[src/rtl/mem_access_unit_pkg.sv]
// Shared definitions for the load/store unit.
// Contents: size encodings, FSM state enum and the misalignment rule.
package mips_mem_pkg;

  localparam logic [1:0] SZ_BYTE = 2'b00;
  localparam logic [1:0] SZ_HALF = 2'b01;
  localparam logic [1:0] SZ_WORD = 2'b10;
  localparam logic [1:0] SZ_RSVD = 2'b11;

  typedef enum logic [1:0] {
    IDLE = 2'd0,
    RD   = 2'd1,
    WR   = 2'd2,
    RESP = 2'd3
  } state_t;

  // A reserved size is reported through the same error path as misalignment.
  function automatic logic is_misaligned(input logic [1:0] size, input logic [1:0] addr_lo);
    case (size)
      SZ_BYTE: return 1'b0;
      SZ_HALF: return addr_lo[0];
      SZ_WORD: return (addr_lo != 2'b00);
      default: return 1'b1;
    endcase
  endfunction

endpackage

[src/rtl/mem_access_unit_if.sv]
// Bus bundle for the load/store unit.
// Groups the pipeline request/response handshake and the word-wide data
// memory port. The master modport is the pipeline + memory side; the slave
// modport is the load/store unit itself.
interface mem_access_unit_if #(parameter int ADDR_W = 32);

  logic              req_valid;
  logic              req_ready;
  logic              req_we;
  logic [1:0]        req_size;
  logic              req_unsigned;
  logic [ADDR_W-1:0] req_addr;
  logic [31:0]       req_wdata;
  logic              resp_valid;
  logic [31:0]       resp_rdata;
  logic              resp_err;
  logic [ADDR_W-1:0] dm_addr;
  logic [31:0]       dm_write_data;
  logic              dm_wr_en;
  logic              dm_rd_en;
  logic [31:0]       dm_read_data;

  modport master (
    output req_valid, req_we, req_size, req_unsigned, req_addr, req_wdata,
    input  req_ready, resp_valid, resp_rdata, resp_err,
    input  dm_addr, dm_write_data, dm_wr_en, dm_rd_en,
    output dm_read_data
  );

  modport slave (
    input  req_valid, req_we, req_size, req_unsigned, req_addr, req_wdata,
    output req_ready, resp_valid, resp_rdata, resp_err,
    output dm_addr, dm_write_data, dm_wr_en, dm_rd_en,
    input  dm_read_data
  );

endinterface

[src/rtl/mem_access_unit_lane_align.sv]
// Combinational lane steering for sub-word accesses (little-endian).
// Ports:
//   rd_word     in  word read from memory
//   size        in  access size encoding
//   offset      in  byte offset addr[1:0]
//   is_unsigned in  1 = zero-extend loads, 0 = sign-extend
//   old_word    in  word captured before a sub-word store
//   wdata       in  right-justified store data
//   load_val    out extracted and extended load value
//   merged_word out old_word with the addressed lane(s) replaced
module mem_lane_align
  import mips_mem_pkg::*;
(
  input  logic [31:0] rd_word,
  input  logic [1:0]  size,
  input  logic [1:0]  offset,
  input  logic        is_unsigned,
  input  logic [31:0] old_word,
  input  logic [31:0] wdata,
  output logic [31:0] load_val,
  output logic [31:0] merged_word
);

  logic [7:0]  byte_lane;
  logic [15:0] half_lane;

  assign byte_lane = rd_word[{offset, 3'b000} +: 8];
  assign half_lane = rd_word[{offset[1], 4'b0000} +: 16];

  always_comb begin
    load_val = rd_word;
    case (size)
      SZ_BYTE: load_val = {{24{~is_unsigned & byte_lane[7]}}, byte_lane};
      SZ_HALF: load_val = {{16{~is_unsigned & half_lane[15]}}, half_lane};
      default: load_val = rd_word;
    endcase
  end

  // Each byte lane independently decides whether it is overwritten and which
  // byte of the right-justified store data lands in it.
  for (genvar gi = 0; gi < 4; gi++) begin : g_lane
    localparam logic [1:0] LANE = 2'(gi);
    logic       sel;
    logic [7:0] src;

    assign sel = (size == SZ_WORD) ||
                 ((size == SZ_HALF) && (offset[1] == LANE[1])) ||
                 ((size == SZ_BYTE) && (offset == LANE));

    always_comb begin
      src = wdata[8*gi +: 8];
      case (size)
        SZ_BYTE: src = wdata[7:0];
        SZ_HALF: src = wdata[8*(gi % 2) +: 8];
        default: src = wdata[8*gi +: 8];
      endcase
    end

    assign merged_word[8*gi +: 8] = sel ? src : old_word[8*gi +: 8];
  end

endmodule

[src/rtl/mem_access_unit.sv]
// Load/store unit between the pipeline MEM stage and a word-wide data memory.
// Adds byte/half loads with extension, byte/half stores via read-modify-write
// and misalignment detection, behind a valid/ready request and a one-cycle
// response pulse.
// Ports:
//   clk  in  clock
//   rst  in  asynchronous active-high reset
//   bus  slave modport: req_*/resp_* handshake and dm_* memory port
module mem_access_unit
  import mips_mem_pkg::*;
#(
  parameter int ADDR_W = 32
) (
  input logic              clk,
  input logic              rst,
  mem_access_unit_if.slave bus
);

  state_t            state_reg, state_next;
  logic              we_reg;
  logic [1:0]        size_reg;
  logic              uns_reg;
  logic [ADDR_W-1:0] addr_reg;
  logic [31:0]       wdata_reg;
  logic [31:0]       rword_reg;
  logic [31:0]       rdata_reg;

  logic [31:0]       load_val;
  logic [31:0]       merged_word;
  logic              accept;

  assign accept = (state_reg == IDLE) && bus.req_valid;

  mem_lane_align u_align (
    .rd_word     (bus.dm_read_data),
    .size        (size_reg),
    .offset      (addr_reg[1:0]),
    .is_unsigned (uns_reg),
    .old_word    (rword_reg),
    .wdata       (wdata_reg),
    .load_val    (load_val),
    .merged_word (merged_word)
  );

  always_ff @(posedge clk or posedge rst) begin
    if (rst) begin
      state_reg <= IDLE;
      we_reg    <= 1'b0;
      size_reg  <= 2'b00;
      uns_reg   <= 1'b0;
      addr_reg  <= '0;
      wdata_reg <= '0;
      rword_reg <= '0;
      rdata_reg <= '0;
    end else begin
      state_reg <= state_next;
      if (accept) begin
        we_reg    <= bus.req_we;
        size_reg  <= bus.req_size;
        uns_reg   <= bus.req_unsigned;
        addr_reg  <= bus.req_addr;
        wdata_reg <= bus.req_wdata;
        // Stores and errors report zero data, so clear any stale load result.
        rdata_reg <= '0;
      end
      if (state_reg == RD) begin
        rword_reg <= bus.dm_read_data;
        if (!we_reg) rdata_reg <= load_val;
      end
    end
  end

  always_comb begin
    state_next = state_reg;
    case (state_reg)
      IDLE: begin
        if (bus.req_valid) begin
          if (is_misaligned(bus.req_size, bus.req_addr[1:0])) state_next = RESP;
          else if (!bus.req_we)                               state_next = RD;
          else if (bus.req_size == SZ_WORD)                   state_next = WR;
          else                                                state_next = RD;
        end
      end
      // RD serves both loads and the read half of a sub-word store.
      RD:      state_next = we_reg ? WR : RESP;
      WR:      state_next = RESP;
      RESP:    state_next = IDLE;
      default: state_next = IDLE;
    endcase
  end

  // Control outputs are pure state decodes so reset removes them at once.
  assign bus.req_ready     = (state_reg == IDLE);
  assign bus.dm_rd_en      = (state_reg == RD);
  assign bus.dm_wr_en      = (state_reg == WR);
  assign bus.resp_valid    = (state_reg == RESP);
  assign bus.resp_err      = (state_reg == RESP) && is_misaligned(size_reg, addr_reg[1:0]);
  assign bus.resp_rdata    = rdata_reg;
  assign bus.dm_addr       = {addr_reg[ADDR_W-1:2], 2'b00};
  // For word stores every lane is replaced, so this is simply wdata_reg.
  assign bus.dm_write_data = merged_word;

endmodule

[src/flat_wrapper.sv]
// flat-port wrapper written by rule: the top's interface ports become plain ports
module mem_access_unit_flat import mips_mem_pkg::*;
#(
  parameter int ADDR_W = 32
)
  (clk, rst, bus_req_valid, bus_req_we, bus_req_size, bus_req_unsigned, bus_req_addr, bus_req_wdata, bus_req_ready, bus_resp_valid, bus_resp_rdata, bus_resp_err, bus_dm_addr, bus_dm_write_data, bus_dm_wr_en, bus_dm_rd_en, bus_dm_read_data);
  mem_access_unit_if #(.ADDR_W(ADDR_W)) bus_i ();
  input logic clk;
  input logic rst;
  input wire logic [$bits(bus_i.req_valid)-1:0] bus_req_valid;
  input wire logic [$bits(bus_i.req_we)-1:0] bus_req_we;
  input wire logic [$bits(bus_i.req_size)-1:0] bus_req_size;
  input wire logic [$bits(bus_i.req_unsigned)-1:0] bus_req_unsigned;
  input wire logic [$bits(bus_i.req_addr)-1:0] bus_req_addr;
  input wire logic [$bits(bus_i.req_wdata)-1:0] bus_req_wdata;
  output wire logic [$bits(bus_i.req_ready)-1:0] bus_req_ready;
  output wire logic [$bits(bus_i.resp_valid)-1:0] bus_resp_valid;
  output wire logic [$bits(bus_i.resp_rdata)-1:0] bus_resp_rdata;
  output wire logic [$bits(bus_i.resp_err)-1:0] bus_resp_err;
  output wire logic [$bits(bus_i.dm_addr)-1:0] bus_dm_addr;
  output wire logic [$bits(bus_i.dm_write_data)-1:0] bus_dm_write_data;
  output wire logic [$bits(bus_i.dm_wr_en)-1:0] bus_dm_wr_en;
  output wire logic [$bits(bus_i.dm_rd_en)-1:0] bus_dm_rd_en;
  input wire logic [$bits(bus_i.dm_read_data)-1:0] bus_dm_read_data;
  assign bus_i.req_valid = bus_req_valid;
  assign bus_i.req_we = bus_req_we;
  assign bus_i.req_size = bus_req_size;
  assign bus_i.req_unsigned = bus_req_unsigned;
  assign bus_i.req_addr = bus_req_addr;
  assign bus_i.req_wdata = bus_req_wdata;
  assign bus_req_ready = bus_i.req_ready;
  assign bus_resp_valid = bus_i.resp_valid;
  assign bus_resp_rdata = bus_i.resp_rdata;
  assign bus_resp_err = bus_i.resp_err;
  assign bus_dm_addr = bus_i.dm_addr;
  assign bus_dm_write_data = bus_i.dm_write_data;
  assign bus_dm_wr_en = bus_i.dm_wr_en;
  assign bus_dm_rd_en = bus_i.dm_rd_en;
  assign bus_i.dm_read_data = bus_dm_read_data;
  mem_access_unit #(.ADDR_W(ADDR_W)) u_core (.clk(clk), .rst(rst), .bus(bus_i));
endmodule
[config.mk]
export PLATFORM = sky130hd
export DESIGN_NAME = mem_access_unit_flat
export DESIGN_NICKNAME = d
export VERILOG_FILES = /design/src/rtl/mem_access_unit_pkg.sv /design/src/rtl/mem_access_unit_if.sv /design/src/rtl/mem_access_unit_lane_align.sv /design/src/rtl/mem_access_unit.sv /design/src/flat_wrapper.sv
export SDC_FILE = /design/constraint.sdc
export NUM_CORES = 1
export LEC_CHECK = 0
export BUFFER_PORTS_ARGS = -buffer_cell sky130_fd_sc_hd__buf_2
export CAP_MARGIN = 0
export CORE_AREA = 4 4 126 128
export DETAILED_ROUTE_END_ITERATION = 16
export DIE_AREA = 0 0 130 132
export GPL_ROUTABILITY_DRIVEN = 0
export PLACE_DENSITY = 0.82
export SYNTH_ARGS = -nofsm -noshare
export SYNTH_HDL_FRONTEND = slang
export SYNTH_SLANG_ARGS = --single-unit
[constraint.sdc]
create_clock -name clk -period 8 [get_ports clk]
set_input_delay 0.4 -clock clk [delete_from_list [all_inputs] [get_ports clk]]
set_output_delay 0.4 -clock clk [all_outputs]
set_load 0.005 [all_outputs]
==> out/metrics.cfg, run 1 <==
[setup_path]
cp.arrival_ns=2.60
startpoint_type=flip-flop
crit_path_end_kind=primary output
required_ns=7.60
critical_path_class=flip-flop to primary output
cp_max_fo=15

[clocking]
clockBufferDepth=2
postCtsHoldBufs=0
cts_num_sinks=134
cts_tree=done
clk_latency_ns=0.42
clk_pin_slew_ns=0.06
cts_buffers=17
root_buffer=clkbuf_16
ctsResizeCount=0
cts_htree_levels=4
cts_setup_buffers=0

[detailed_routing]
antenna_left=0
drt-initial-drc-count=339
wirelength_mm=18.1
wl_per_cell_um=20.4
drt_first_pass_iters=5
drcViolationCount=0
via_per_inst=5.44
routed-via-count=4827

[yosys]
yosysSeqAreaShare=0.510
yosys_warnings=0
synth_top_area_cell=dfrtp_1
yosysTopAreaCellShare=0.510
syn_inst=527
synth_edf_count=0
synth_flop_cell=dfrtp_1
avgSynthCellArea_um2=12.5
ys_top_cells_by_area=dfrtp_1 (51%), mux2_2 (21%), mux2i_1 (4.0%), buf_4 (3.9%), a21oi_1 (2.4%)
synth_area_um2=6580
async_flop_share=1.00
synth-seq-cells=134
synth.distinct_cells=47

[die]
die_h_um=132
die_w_um=130
row_count=45
die_area_um2=17200
initial_core_util=0.443
num_io_pins=204
core-area_um2=14900

[sta]
worst_pin_slew_ns=1.05
maxSlewHeadroom=0.298
rsz0062_at_grt=no
post-route-min-period_ns=3.00
fin_crit_sh=0.375
finalSetupViolCount=0
hold_violations=0
fmax_mhz=333
fin_tns_setup_ns=0
finalClockSkew_ns=0.00680
final.setup.worst_slack_ns=5.00
drv_slew=0

[placed_design]
placedInstanceArea_um2=7470
io_buffer_count=201
place_ws_ns=5.46
dp_hpwl_mm=13.3

[global_routing]
grt_max_degree=86
grt_pass1_wl_mm=27.5
first_global_vias=4836
track_usage=0.211
grt-ovfl-total=0
antenna_found_initial=1

[min_path]
holdCritPathClass=input pin to flip-flop

[finish]
syn_to_final_growth_pct=22.5
layout.nets=795
final_area_um2=8060
layout-drive-gt1-share=0.546
final.fill_count=1316
antenna_cells=0

[job]
maxCapViolCount=0

[power_and_ir_drop]
power_density_nw_per_um2=459
leakagePower_nw=3.82
max-vdd-ir-drop_mv=0.220

[run_status]
status=completed

[layer usage]
layer / part of all wire / GRT usage / routed length, µm / up-vias
met5: 0.00039 / 0 / 7 / -
met4: 0.022 / 0.0820 / 401 / 2
met3: 0.057 / 0.0421 / 1030 / 31
met2: 0.49 / 0.337 / 8920 / 176
met1: 0.43 / 0.283 / 7710 / 2400
li1: - / - / - / 2218
[cells in the final DEF, fill, tap and decap left out, drive strengths merged, types with 2 or more instances in the layout]
master,netlist,routed
a211oi,2,2
a21oi,33,33
a221o,23,23
a31oi,7,7
a32oi,7,7
buf,55,207
clkbuf,12,22
clkinv,0,3
clkinvlp,0,5
conb,1,2
dfrtp,134,134
ha,5,5
inv,7,8
mux2,124,124
mux2i,27,27
nand2,20,20
nand2b,4,4
nor2,18,18
nor2b,3,3
nor3,4,4
o21ai,14,14
o2bb2ai,8,8
o31ai,2,2
[Yosys cell counts, drive strengths merged (2+ instances only)]
master	instances
a32oi	7
a21oi	33
o31ai	2
clkbuf	12
nand2	20
o2bb2ai	8
mux2i	27
nor3	4
buf	55
nor2b	3
inv	7
a31oi	7
dfrtp	134
ha	5
a211oi	2
mux2	124
nand2b	4
a221o	23
o21ai	14
nor2	18
[metrics by stage]
step                       util  hold slack (ns)  total power, mW  cells
final                     0.542            0.207             3.69    888
after global routing      0.542            0.197             3.94    888
after CTS                 0.542            0.196             3.72    888
after detailed placement  0.502            0.489             2.95    856
after global placement    0.502            0.482             2.90    856
after floorplan               -            0.474             2.42    528
[worst max-delay path: stages, from the launching register on]
cell and delay [ns]:
dfrtp_1 0.56, nand2b_1 0.43, a21oi_1 0.16, a21oi_2 0.48, mux2_2 0.41, buf_2 0.13
[final timing paths]
path | from | slack [ns] | cells past startpoint | end
min | bus_req_addr[13] | 0.21 | 2 | u_core.addr_reg[13]$_DFFE_PP0P_
max in group asynchronous | rst | 6.54 | 3 | u_core.addr_reg[17]$_DFFE_PP0P_
min in group asynchronous | rst | 0.24 | 2 | u_core.addr_reg[16]$_DFFE_PP0P_
min reg2reg | u_core.addr_reg[18]$_DFFE_PP0P_ | 0.50 | 1 | u_core.addr_reg[18]$_DFFE_PP0P_
max reg2reg | u_core.state_reg[1]$_DFFE_PP0P_ | 5.51 | 6 | u_core.bus.resp_rdata[28]$_DFF_PP0_
max | u_core.addr_reg[0]$_DFFE_PP0P_ | 5.00 | 5 | bus_dm_write_data[20]
[kinds of logic (layout without fill, tap and decap cells)]
| logic type | count (synthesis) | in the layout | share of synthesized area |
|---|---|---|---|
| muxes | 151 | 151 | 0.254 |
| DFF | 134 | 134 | 0.510 |
| AOI/OAI and AO/OA | 106 | 106 | 0.120 |
| buffers and inverters | 74 | 246 | 0.0664 |
| and+or+nand+nor | 56 | 56 | 0.0394 |
| adders and majority gates | 5 | 5 | 0.00951 |
| other | 1 | 2 | 0.000570 |
[final cells by class]
cell class	instances	area, µm²	share of cell area
clock buffer	22	494	0.0613
inverter	7	28.8	0.00357
clock inverter	10	95.1	0.0118
timing repair buffer	207	1050	0.130
tap	188	235	0.0292
sequential	134	3350	0.416
multi-input combinational	320	2800	0.347
[power by group]
| part | total [mW] | internal (mW) | switching, mW | leakage [nW] |
|---|---|---|---|---|
| Sequential | 1.25 | 1.01 | 0.242 | 1.61 |
| Clock | 0.765 | 0.469 | 0.296 | 0.277 |
| Combinational | 1.68 | 0.874 | 0.801 | 1.93 |
Note: power is estimated with default switching activity, not from simulation.
==> inputs of run 2 (changes only) <==
- PLACE_DENSITY: 0.82 -> 0.85
- clock period: 8 -> 2.7 ns (I/O delays scaled with it)
==> out/metrics.cfg, run 2 (synthesis results as in run 1) <==
[sta]
finalSetupViolCount=0
drv_slew=0
rsz0062_at_grt=no
holdWs_ns=-0.0302
finalClockSkew_ns=0.00777
maxSlewHeadroom=0.258
fin_crit_sh=0.925
post-route-min-period_ns=2.50
worst_pin_slew_ns=1.11
fin_tns_setup_ns=0
hold_violations=42
fmax_mhz=400

[die]
die_h_um=132
initial_core_util=0.443
row_count=45
num_io_pins=204
die_w_um=130
core-area_um2=14900
die_area_um2=17200

[placed_design]
placedInstanceArea_um2=7590
io_buffer_count=201
dp_hpwl_mm=13.8
place_inst=865

[finish]
final.fill_count=1138
final_common_cell=buf_2
instances_no_fill=978
layout.nets=884
final_area_um2=9050
layout-drive-gt1-share=0.497
mostFrequentLayoutCells=buf_2 (201), dfrtp_1 (133), mux2_2 (124)
syn_to_final_growth_pct=37.6

[run_status]
status=complete, but fails checks
violations=negative hold slack

[clocking]
cts_num_sinks=134
root_buffer=clkbuf_16
clk_pin_slew_ns=0.06
cts_buffers=17
clk_latency_ns=0.43
clockBufferDepth=2
cts_tree=done
cts_htree_levels=4

[global_routing]
grt_max_degree=47
first_global_vias=5552
track_usage=0.238
antenna_found_initial=1
grt_pass1_wl_mm=31.2
grt-ovfl-total=0

[setup_path]
path_buf_inv=1
path_delay_family=flip-flops
crit_chain=a21oi_1, a21oi_2, mux2_2, buf_2
cpPeakStageDelay_ns=0.82
cp_max_fo=20
crit_path_end_kind=primary output
critPathSlowestCell=dfrtp_1
cp.arrival_ns=2.36
startpoint_type=flip-flop
required_ns=2.57
critical_path_class=flip-flop to primary output

[detailed_routing]
drt_first_pass_iters=5
antenna_left=0
via_per_inst=5.42
drcViolationCount=0
drt-initial-drc-count=354
wl_per_cell_um=20.8
wirelength_mm=20.3
routed-via-count=5298

[power_and_ir_drop]
power_density_nw_per_um2=1290
leakagePower_nw=4.26
max-vdd-ir-drop_mv=0.669

[job]
maxCapViolCount=0

[min_path]
holdCritPathClass=input pin to asynchronous set/reset pin

run 2: cell types whose count changed in the layout (fill, tap and decap cells not counted), sizes merged:
cell / delta
buf: +9
bufinv: +4
clkbuf: -4
clkinv: +3
clkinvlp: -4
diode: +1
dlygate4sd3: +80
inv: +1
run 2: stage by stage:
step	hold WS, ns	setup WS [ns]	util	power, mW
after floorplan	0.280	0.817	-	7.16
after global placement	0.366	0.629	0.510	8.69
after detailed placement	0.370	0.600	0.510	8.85
after CTS	0.00305	0.146	0.609	11.6
after global routing	0.0247	0.0678	0.609	12.3
final	-0.0302	0.202	0.609	11.7
run 2: final timing paths:
| kind | from | to | slack, ns | cells past startpoint |
|---|---|---|---|---|
| max | u_core.size_reg[1]$_DFFE_PP0P_ | bus_dm_write_data[17] | 0.20 | 4 |
| min | rst | u_core.addr_reg[11]$_DFFE_PP0P_ | -0.03 | 2 |
| max reg2reg | u_core.size_reg[1]$_DFFE_PP0P_ | u_core.bus.resp_rdata[1]$_DFF_PP0_ | 0.55 | 4 |
| min reg2reg | u_core.addr_reg[15]$_DFFE_PP0P_ | u_core.addr_reg[15]$_DFFE_PP0P_ | 0.50 | 1 |
| max in group asynchronous | rst | u_core.wdata_reg[2]$_DFFE_PP0P_ | 1.97 | 3 |
| min in group clk | bus_req_size[0] | u_core.size_reg[0]$_DFFE_PP0P_ | 0.02 | 2 |
run 2: area by class of cell:
type / instances / area (µm²) / area share
repair buffers: 296 / 1970 / 0.218
diodes: 1 / 2.50 / 0.000276
clock inverters: 14 / 221 / 0.0245
multi-input cells: 320 / 2800 / 0.309
clock buffers: 18 / 439 / 0.0485
inverters: 7 / 30.0 / 0.00332
flip-flops and latches: 134 / 3350 / 0.371
well taps: 188 / 235 / 0.0260
run 2: power breakdown:
group          switching, mW  leakage, nW  internal (mW)
Clock                  0.935        0.325           1.67
Sequential             0.853         1.61           3.00
Combinational           2.44         2.32           2.75
Total                   4.23         4.26           7.42
run 2: per-layer routing:
metal  up-vias  GRT usage  routed length [µm]
met2       224      0.388               10000
met3        55     0.0365                1110
li1       2404          -                   -
met5         -          0                   0
met4         0      0.110                 805
met1      2615      0.309                8350
run 2: timing repair:
item                       in CTS  in global routing
resized for setup               0                  1
hold buffers                   80                  0
setup endpoints to repair       0                  8
hold endpoints to repair       89                  0
setup buffers                   0                  0
run 2: worst reg2reg max path: cells and delay by family, from the launching register on:
family | cells | cell delay [ns]
DFF | 1 | 0.65
and+or+nand+nor | 2 | 0.99
AOI/OAI and AO/OA | 2 | 0.45
